### src/rtl/rob_id_remap_table.sv
// Original-ID to unique-ID remapper. Each bound original ID owns one row; each
// request takes the row's tail column and requests retire in order from the head.

module rob_id_remap_row #(
  parameter int ID_WIDTH = 4,
  parameter int NUM_COLS = 4,
  parameter int COL_W    = 2
) (
  input  logic                               clk,
  input  logic                               rst,
  input  logic                               alloc_en_i,
  input  logic [ID_WIDTH-1:0]                alloc_id_i,
  input  logic                               free_en_i,
  output logic                               bound_o,
  output logic [ID_WIDTH-1:0]                id_o,
  output logic [COL_W-1:0]                   head_o,
  output logic [COL_W-1:0]                   tail_o,
  output logic [COL_W:0]                     cnt_o,
  output logic [NUM_COLS-1:0]                slot_vld_o,
  output logic [NUM_COLS-1:0][ID_WIDTH-1:0]  slot_id_o
);
  logic                              bound_q, bound_d;
  logic [ID_WIDTH-1:0]               id_q;
  logic [COL_W-1:0]                  head_q, head_d, tail_q, tail_d;
  logic [COL_W:0]                    cnt_q, cnt_d;
  logic [NUM_COLS-1:0]               vld_q, vld_d;
  logic [NUM_COLS-1:0][ID_WIDTH-1:0] slot_id_q;

  always_comb begin
    bound_d = bound_q;
    head_d  = head_q;
    tail_d  = tail_q;
    vld_d   = vld_q;
    cnt_d   = cnt_q + (COL_W+1)'(alloc_en_i) - (COL_W+1)'(free_en_i);
    if (alloc_en_i) begin
      vld_d[tail_q] = 1'b1;
      tail_d        = tail_q + 1'b1;
      bound_d       = 1'b1;
    end
    if (free_en_i) begin
      vld_d[head_q] = 1'b0;
      head_d        = head_q + 1'b1;
    end
    // Last request retired with no refill this cycle: release the row.
    if (free_en_i && !alloc_en_i && cnt_q == (COL_W+1)'(1)) begin
      bound_d = 1'b0;
      head_d  = '0;
      tail_d  = '0;
    end
  end

  always_ff @(posedge clk) begin
    if (rst) begin
      bound_q <= 1'b0;
      head_q  <= '0;
      tail_q  <= '0;
      cnt_q   <= '0;
      vld_q   <= '0;
    end else begin
      bound_q <= bound_d;
      head_q  <= head_d;
      tail_q  <= tail_d;
      cnt_q   <= cnt_d;
      vld_q   <= vld_d;
    end
  end

  always_ff @(posedge clk) begin
    if (!rst && alloc_en_i) begin
      slot_id_q[tail_q] <= alloc_id_i;
      if (!bound_q) id_q <= alloc_id_i;
    end
  end

  assign bound_o    = bound_q;
  assign id_o       = id_q;
  assign head_o     = head_q;
  assign tail_o     = tail_q;
  assign cnt_o      = cnt_q;
  assign slot_vld_o = vld_q;
  assign slot_id_o  = slot_id_q;
endmodule

module rob_id_remap_table #(
  parameter int ID_WIDTH = 4,
  parameter int NUM_ROWS = 4,
  parameter int NUM_COLS = 4,
  parameter int ROW_W    = $clog2(NUM_ROWS),
  parameter int COL_W    = $clog2(NUM_COLS),
  parameter int CNT_W    = $clog2(NUM_ROWS*NUM_COLS+1)
) (
  input  logic                clk,
  input  logic                rst,
  input  logic                alloc_valid,
  input  logic [ID_WIDTH-1:0] alloc_orig_id,
  output logic                alloc_ready,
  output logic [ID_WIDTH-1:0] alloc_uid,
  input  logic                free_valid,
  input  logic [ID_WIDTH-1:0] free_uid,
  output logic [ID_WIDTH-1:0] free_orig_id,
  output logic                free_err,
  input  logic [ID_WIDTH-1:0] query_orig_id,
  output logic                query_hit,
  output logic [ID_WIDTH-1:0] query_uid,
  output logic [CNT_W-1:0]    outstanding,
  output logic                full,
  output logic                empty
);
  localparam logic [COL_W:0] ROW_CAP = (COL_W+1)'(NUM_COLS);
  localparam logic [CNT_W-1:0] TOT_CAP = CNT_W'(NUM_ROWS*NUM_COLS);

  logic [NUM_ROWS-1:0]                             row_bound;
  logic [NUM_ROWS-1:0][ID_WIDTH-1:0]               row_id;
  logic [NUM_ROWS-1:0][COL_W-1:0]                  row_head, row_tail;
  logic [NUM_ROWS-1:0][COL_W:0]                    row_cnt;
  logic [NUM_ROWS-1:0][NUM_COLS-1:0]               slot_vld;
  logic [NUM_ROWS-1:0][NUM_COLS-1:0][ID_WIDTH-1:0] slot_id;
  logic [NUM_ROWS-1:0]                             row_alloc, row_free;

  logic             a_hit, a_free_any, q_hit;
  logic [ROW_W-1:0] a_hit_row, a_free_row, q_row, sel_row, f_row;
  logic [COL_W-1:0] f_col;
  logic             alloc_fire, free_ok;
  logic [CNT_W-1:0] outst_q, outst_d;

  // Rows are one-hot per original ID, so a downward scan picks the single
  // match, and the lowest unbound row for a fresh binding.
  always_comb begin
    a_hit      = 1'b0;
    a_hit_row  = '0;
    a_free_any = 1'b0;
    a_free_row = '0;
    q_hit      = 1'b0;
    q_row      = '0;
    for (int r = NUM_ROWS-1; r >= 0; r--) begin
      if (!row_bound[r]) begin
        a_free_any = 1'b1;
        a_free_row = ROW_W'(r);
      end
      if (row_bound[r] && row_id[r] == alloc_orig_id) begin
        a_hit     = 1'b1;
        a_hit_row = ROW_W'(r);
      end
      if (row_bound[r] && row_id[r] == query_orig_id) begin
        q_hit = 1'b1;
        q_row = ROW_W'(r);
      end
    end
  end

  assign sel_row     = a_hit ? a_hit_row : a_free_row;
  assign alloc_ready = !rst && (a_hit ? (row_cnt[a_hit_row] < ROW_CAP) : a_free_any);
  assign alloc_fire  = alloc_valid && alloc_ready;
  assign alloc_uid   = ID_WIDTH'({sel_row, row_tail[sel_row]});

  assign f_row        = free_uid[ROW_W+COL_W-1:COL_W];
  assign f_col        = free_uid[COL_W-1:0];
  assign free_err     = free_valid && (!slot_vld[f_row][f_col] || f_col != row_head[f_row]);
  assign free_ok      = free_valid && !free_err && !rst;
  assign free_orig_id = slot_id[f_row][f_col];

  assign query_hit = q_hit;
  assign query_uid = q_hit ? ID_WIDTH'({q_row, row_head[q_row]}) : '0;

  for (genvar r = 0; r < NUM_ROWS; r++) begin : g_row
    assign row_alloc[r] = alloc_fire && sel_row == ROW_W'(r);
    assign row_free[r]  = free_ok && f_row == ROW_W'(r);

    rob_id_remap_row #(
      .ID_WIDTH (ID_WIDTH),
      .NUM_COLS (NUM_COLS),
      .COL_W    (COL_W)
    ) u_row (
      .clk        (clk),
      .rst        (rst),
      .alloc_en_i (row_alloc[r]),
      .alloc_id_i (alloc_orig_id),
      .free_en_i  (row_free[r]),
      .bound_o    (row_bound[r]),
      .id_o       (row_id[r]),
      .head_o     (row_head[r]),
      .tail_o     (row_tail[r]),
      .cnt_o      (row_cnt[r]),
      .slot_vld_o (slot_vld[r]),
      .slot_id_o  (slot_id[r])
    );
  end

  assign outst_d = outst_q + CNT_W'(alloc_fire) - CNT_W'(free_ok);

  always_ff @(posedge clk) begin
    if (rst) outst_q <= '0;
    else     outst_q <= outst_d;
  end

  assign outstanding = outst_q;
  assign full        = outst_q == TOT_CAP;
  assign empty       = outst_q == '0;
endmodule

### config.mk
export PLATFORM = sky130hd
export DESIGN_NAME = rob_id_remap_table
export DESIGN_NICKNAME = d
export VERILOG_FILES = /design/src/rtl/rob_id_remap_table.sv
export SDC_FILE = /design/constraint.sdc
export NUM_CORES = 1
export LEC_CHECK = 0
export ABC_CLOCK_PERIOD_IN_PS = 4950
export BUFFER_PORTS_ARGS = -buffer_cell sky130_fd_sc_hd__buf_2
export CELL_PAD_IN_SITES_DETAIL_PLACEMENT = 0
export CELL_PAD_IN_SITES_GLOBAL_PLACEMENT = 2
export CORE_MARGIN = 5
export CORE_UTILIZATION = 30
export DETAILED_ROUTE_END_ITERATION = 10
export GPL_TIMING_DRIVEN = 0
export PLACE_DENSITY = 0.63
export SLEW_MARGIN = 25
export SYNTH_ARGS = -nofsm -noshare
export SYNTH_HDL_FRONTEND = slang
export SYNTH_HIERARCHICAL = 1
export SYNTH_SLANG_ARGS = --single-unit
### constraint.sdc
create_clock -name clk -period 4.95 [get_ports clk]
set_input_delay 0.2475 -clock clk [delete_from_list [all_inputs] [get_ports clk]]
set_output_delay 0.2475 -clock clk [all_outputs]
set_load 0.03 [all_outputs]
* Word level (Yosys, flattened, before mapping) *
Cells that the tools add are included.

operators by class
  add/sub/neg operators = 18
  $lt $le $gt $ge = 22
  bitwise logic cells = 16
  reductions and logical operators = 60
  mux-type cells = 79
  eq/ne operators = 20

operators by type and width
  operator                                                            count
  bitwise mux 16 bit                                                  4
  2-to-1 mux 4 bit                                                    15
  logical AND 1 bit                                                   41
  less-than comparator 2 x 3 -> 1 bit (second input constant)         13
  binary-select mux 16 bit (select 2 bit)                             1
  demux 4 bit (select 2 bit)                                          4
  equality test 4 bit                                                 8
  2-to-1 mux 2 bit                                                    16
  2-to-1 mux 1 bit                                                    22
  adder 2 x 1 -> 2 bit (second input constant)                        8
  bitwise AND 4 bit                                                   4
  binary-select mux 4 bit (select 2 bit)                              2
  demux 1 bit (select 2 bit)                                          8
  greater-or-equal comparator 2 x 1 -> 1 bit (second input constant)  8
  2-to-1 mux 16 bit                                                   1
  inverter 4 bit                                                      4
  bitwise OR 4 bit                                                    4
  adder 3 x 1 -> 3 bit                                                4
  binary-select mux 2 bit (select 2 bit)                              3
  equality test 3 x 1 -> 1 bit (second input constant)                4
  subtractor 3 x 1 -> 3 bit                                           4
  equality test 2 bit (second input constant)                         4
  AND reduction 2 bit                                                 4
  OR reduction 2 bit                                                  4
  other kinds (14)                                                    25

storage, ports and cells
  input bits = 16
  register bits after elaboration = 133

* Logic depth before layout (Yosys ltp) *
  word-level depth = 17
  depth in mapped cells = 17
  gate-level depth less buffers = 16

* By module *
Netlist, hierarchy kept.

modules (own cells, without submodules)
  module                                 area each (um2)  sequential area each (um2)  cells each  instances
  rob_id_remap_row (g_row[0].u_row ...)  1,293.7          840.8                       86          3
  rob_id_remap_table                     1,779.2          100.1                       187         1
  rob_id_remap_row (g_row[3].u_row)      1,293.7          840.8                       87          1

* Worst setup path after synthesis *
Ideal clock, no wire load.

  path kind = flip-flop to flip-flop
  start = register g_row[2].u_row.id_q[0]
  end = register outst_q[4], in the netlist outstanding[4]
  buffers on the path = 0
  stages on the path, launching flop included = 17
  slack = 1.700 ns
  data required time = 4.880 ns
  data arrival time = 3.181 ns
  setup time = 0.070 ns
  clock period less this slack = 3.250 ns
  cells stage by stage = edfxtp_1 -> xor2_1 -> nor3_1 -> nand3_1 -> or4_1 -> o211a_2 -> or2_2 -> ha_1 -> inv_1 -> ha_1 -> inv_1 -> fa_1 -> inv_1 -> a21oi_1 -> nor2_1 -> or3_1 -> a21oi_1

between the ends
  word-level cells in the longest chain between the ends = 13
  elaborated cells on any way between the ends = 16

ends and longest elaborated chain
  item                                    line  source
  start: declaration                      23    logic [ID_WIDTH-1:0] id_q;
  start signal: assignment                71    if (!bound_q) id_q <= alloc_id_i;
  equality test 4 bit (*)                 140   if (row_bound[r] && row_id[r] == alloc_orig_id) begin
  logical AND 1 bit (*)                   140
  2-to-1 mux 2 bit (3 in series)          140
  binary-select mux 3 bit (select 2 bit)  152   assign alloc_ready = !rst && (a_hit ? (row_cnt[a_hit_row] < ROW_CAP) : a_free_any);
  2-to-1 mux 3 bit (implied by the code)  152
  less-than comparator 3 bit              152
  2-to-1 mux 1 bit (*)                    152
  logical AND 1 bit (*)                   152
  logical AND 1 bit (*)                   153   assign alloc_fire = alloc_valid && alloc_ready;
  adder 5 x 1 -> 5 bit (*)                189   assign outst_d = outst_q + CNT_W'(alloc_fire) - CNT_W'(free_ok);
  subtractor 5 x 1 -> 5 bit (*)           189
  end signal: assignment                  193   else outst_q <= outst_d;
  end: declaration                        124   logic [CNT_W-1:0] outst_q, outst_d;

Mark *: on every way between the ends. The rest lies on a longest branch, timed or not. The select of a mux whose other input is x is not followed.
A chain may end at the register's enable or synchronous reset.

* Worst setup path in the final report *
  start = register g_row[2].u_row.id_q[0]
  end = register g_row[1].u_row.slot_id_q (netlist bit g_row[1].u_row/slot_id_o[1]), enable pin

between the ends
  word-level cells in the longest chain between the ends = 13
  elaborated cells on any way between the ends = 18

ends and longest elaborated chain
  item                                    line  source
  equality test 4 bit (*)                 140
  logical AND 1 bit (*)                   140
  2-to-1 mux 2 bit (3 in series)          140
  binary-select mux 3 bit (select 2 bit)  152
  2-to-1 mux 3 bit (implied by the code)  152
  less-than comparator 3 bit              152
  2-to-1 mux 1 bit                        152
  logical AND 1 bit                       152
  logical AND 1 bit                       153
  logical AND 1 bit (*)                   166   assign row_alloc[r] = alloc_fire && sel_row == ROW_W'(r);
  net row_alloc[1]                        118   logic [NUM_ROWS-1:0] row_alloc, row_free;
  logical AND 1 bit (*)                   69    if (!rst && alloc_en_i) begin
  end signal: indexed assignment          70    slot_id_q[tail_q] <= alloc_id_i;
  end: declaration                        27    logic [NUM_COLS-1:0][ID_WIDTH-1:0] slot_id_q;

Mark *: on every way through the listed nets, which the timed path passes. The rest lies on a longest branch. The select of a mux whose other input is x is not followed.

==> flow_summary.ini <==
[routing]
wl_met1_um = 7700
drt_iter0_drc = 217
routed_wl_um = 17200
top_layer = met4
met2WireLength_um = 8890
wl_met3_um = 456
first_pass_iters = 4
vias = 4274
ant_nets = 0
drcViolationCount = 0
routed_via_density = 4.85
routedWlPerCell_um = 19.5

[layout]
antenna_cells = 0
layout_commonest_cell = edfxtp_1
final_net_count = 650
post-route-util_pct = 35.7
final_layout_size_suffix_gt1_share_pct = 24.8
synthToLayoutAreaGrowth_pct = 16.4
layout_common_cells = edfxtp_1 (80), dfxtp_1 (53), ha_1 (46)
n_fill_cell = 2216
finalInstanceArea_mm2 = 0.00810

[power_and_ir_drop]
p_leak_uw = 0.00279
switching_share_pct = 26.6
p_sw_uw = 727
p_comb_share_pct = 8.7
power_frac_seq_pct = 44.1
peakVddDrop_v = 0.000253
power.density_mw_per_mm2 = 337
pwr-share-clk_pct = 47.1
intPower_uw = 2000

[yosys]
synthTopCellsByArea = edfxtp_1 (35%), dfxtp_1 (15%), mux4_2 (8.4%), ha_1 (8.3%), a211oi_2 (3.6%)
synth_adder_area_share_pct = 9.72
ys_seq_area_share_pct = 49.8
synth_top_family_by_area = multiplexers
syn_avg_cell_area_um2 = 13.1
yosysTopAreaCellShare_pct = 34.5
synth_xor_area_share_pct = 6.91
synth_compound_area_share_pct = 8.22
synth_cells = 532
synthSimpleGateAreaFrac_pct = 9.61
synth_area_leader_cell = edfxtp_1
synth_ff_type = edfxtp_1
netlist_area_mm2 = 0.00695
synth-edff-count = 80
synthesis.nets = 599
synth_cell_types = 48
synthMuxAreaShare_pct = 11.0
synthArstFlopShare_pct = 0
synth_seq_cells = 133
yosysWarnings = 6

[setup_path]
criticalPathCategory = reg -> reg
critPathMaxStageDelay_ps = 760
path_max_fanout = 10
worstPathArrival_ps = 4040
slowest_stage = nor3b_1
path_cells = xor2_1, nor3_1, nand3_1, or4_1, o211a_2, nor4_1, buf_4, inv_2, nor3b_1
worstSetupStartpointType = flip-flop
critPathCaptureType = flip-flop
worstPathRequired_ps = 4990

[cts]
cts_tree = built
cts-resized-gates = 0
cts_sinks = 133
cts_made_buffers = 17
cts_hold_buf = 0
h-tree-depth = 4
clk_pin_slew_worst_paths_ps = 70
cts_buffer_depth = 2
ctsRootBufferMaster = clkbuf_16
cts_setup_buffers = 0
clk_latency_ps = 420

[grt]
gr-total-overflow = 0
grt_util_all_layers_pct = 13.6
grt_max_degree = 25
grt_first_pass_wirelength_um = 27000
grt_antenna_before_repair = 0
grt_pass1_vias = 4453

[sta]
period_needed_ps = 4010
rsz0062_at_grt = no
finalSetupTns_ps = 0
timing.final.crit_share_pct = 81.0
slew_headroom_pct = 34.2
tightestPinTransition_ps = 980
finClkSkew_ps = 10.1
finalSetupViolCount = 0
finalHoldViolations = 0
setup_ws_ps = 941
maxSlewViolCount = 0
fmax_ghz = 0.249
whs_ps = 172

[job]
max-cap-violations = 0

[run_status]
status = complete, no violations

[floorplan]
io_pins = 38
die-height_um = 162
core-area_mm2 = 0.0227
die_width_um = 162
rows = 55
start_util_pct = 30.6
dieArea_mm2 = 0.0263

[placement]
placed_area_mm2 = 0.00748
dp_slack_ps = 704
hpwl_um = 12900
place_congestion = 0.777
port_buffers = 32

[min_path]
hold_class = in -> reg
## registers in the layout, indices dropped and copies added, names as in the netlist
signal,count
g_row.u_row/tail_o,8
g_row.u_row/bound_o,4
g_row.u_row/cnt_o,12
g_row.u_row/slot_vld_o,16
outstanding,5
g_row.u_row/id_o,16
g_row.u_row/head_o,8
g_row.u_row/slot_id_o,64
## worst max-delay path: cells and delay by family, from the launching register on
kind | cells | cell delay [ps]
AOI/OAI and AO/OA | 1 | 200
buffers and inverters | 2 | 430
DFF | 1 | 420
xor gates and xnor gates | 1 | 160
and+or+nand+nor | 5 | 2400
## metal layers
layer | vias up | GRT usage (%)
li1 | 2047 | -
met1 | 2158 | 17.1
met2 | 59 | 23.8
met3 | 10 | 2.94
met4 | 0 | 3.38
met5 | - | 0
## power groups by stage
stage,clock (uW),combinational [uW],sequential [uW]
floorplan,0,154,1240
global placement,0,238,1230
detailed placement,0,242,1230
CTS,1320,243,1210
global route,1360,263,1210
finish,1290,238,1210
## logic make-up after synthesis
logic type,Yosys count
multiplexers,44
AND/OR/NAND/NOR,116
adder cells (fa/ha/maj),51
AO/OA/AOI/OAI,68
buffers and inverters,72
XOR/XNOR,48
flip-flops,133
## area by class of cell
type / instances / area (um2) / area share (%)
inverter: 47 / 176 / 2.18
multi-input combinational: 327 / 3180 / 39.3
tap: 285 / 357 / 4.40
clock buffer: 17 / 425 / 5.25
timing repair buffer: 32 / 160 / 1.98
clock inverter: 15 / 180 / 2.22
sequential: 133 / 3460 / 42.8
buffer: 25 / 153 / 1.89
## Yosys cell counts, types with 2 or more instances
| cell | n |
|---|---|
| xor2_1 | 18 |
| nor3_1 | 12 |
| buf_2 | 11 |
| a211oi_1 | 16 |
| nand2_1 | 21 |
| nor3b_1 | 9 |
| xnor2_1 | 26 |
| a211oi_2 | 20 |
| fa_1 | 5 |
| clkbuf_1 | 4 |
| mux2i_1 | 18 |
| inv_2 | 4 |
| or3_1 | 2 |
| a221oi_1 | 2 |
| nor4b_1 | 2 |
| o31ai_1 | 2 |
| mux4_2 | 26 |
| a21oi_1 | 20 |
| and4bb_4 | 4 |
| nor4_1 | 6 |
| buf_4 | 4 |
| dfxtp_1 | 53 |
| nand3_1 | 5 |
| ha_1 | 46 |
| edfxtp_1 | 80 |
| nor2b_1 | 11 |
| nor2_1 | 32 |
| buf_1 | 2 |
| o21ai_0 | 4 |
| xor3_1 | 4 |
| buf_6 | 4 |
| inv_1 | 43 |
## path summary, 6_finish.rpt
| kind | startpoint | endpoint | slack [ps] | depth (start not counted) |
|---|---|---|---|---|
| worst max-delay path | g_row[2].u_row/id_o[0]$_DFFE_PP_ | g_row[1].u_row/slot_id_o[1]$_DFFE_PP_ | 940 | 9 |
| worst min-delay path | rst | outstanding[1]$_SDFF_PP0_ | 170 | 2 |
| worst max register to register | g_row[2].u_row/id_o[0]$_DFFE_PP_ | g_row[1].u_row/slot_id_o[1]$_DFFE_PP_ | 940 | 9 |
| worst min register to register | g_row[3].u_row/slot_vld_o[0]$_SDFF_PP0_ | g_row[3].u_row/slot_vld_o[0]$_SDFF_PP0_ | 520 | 2 |
## through the flow
step	cells	power (uW)
after floorplan	532	1390
final	881	2730
after global routing	881	2830
after global placement	849	1470
after detailed placement	849	1470
after CTS	881	2770
(Power assumes the default switching activity.)
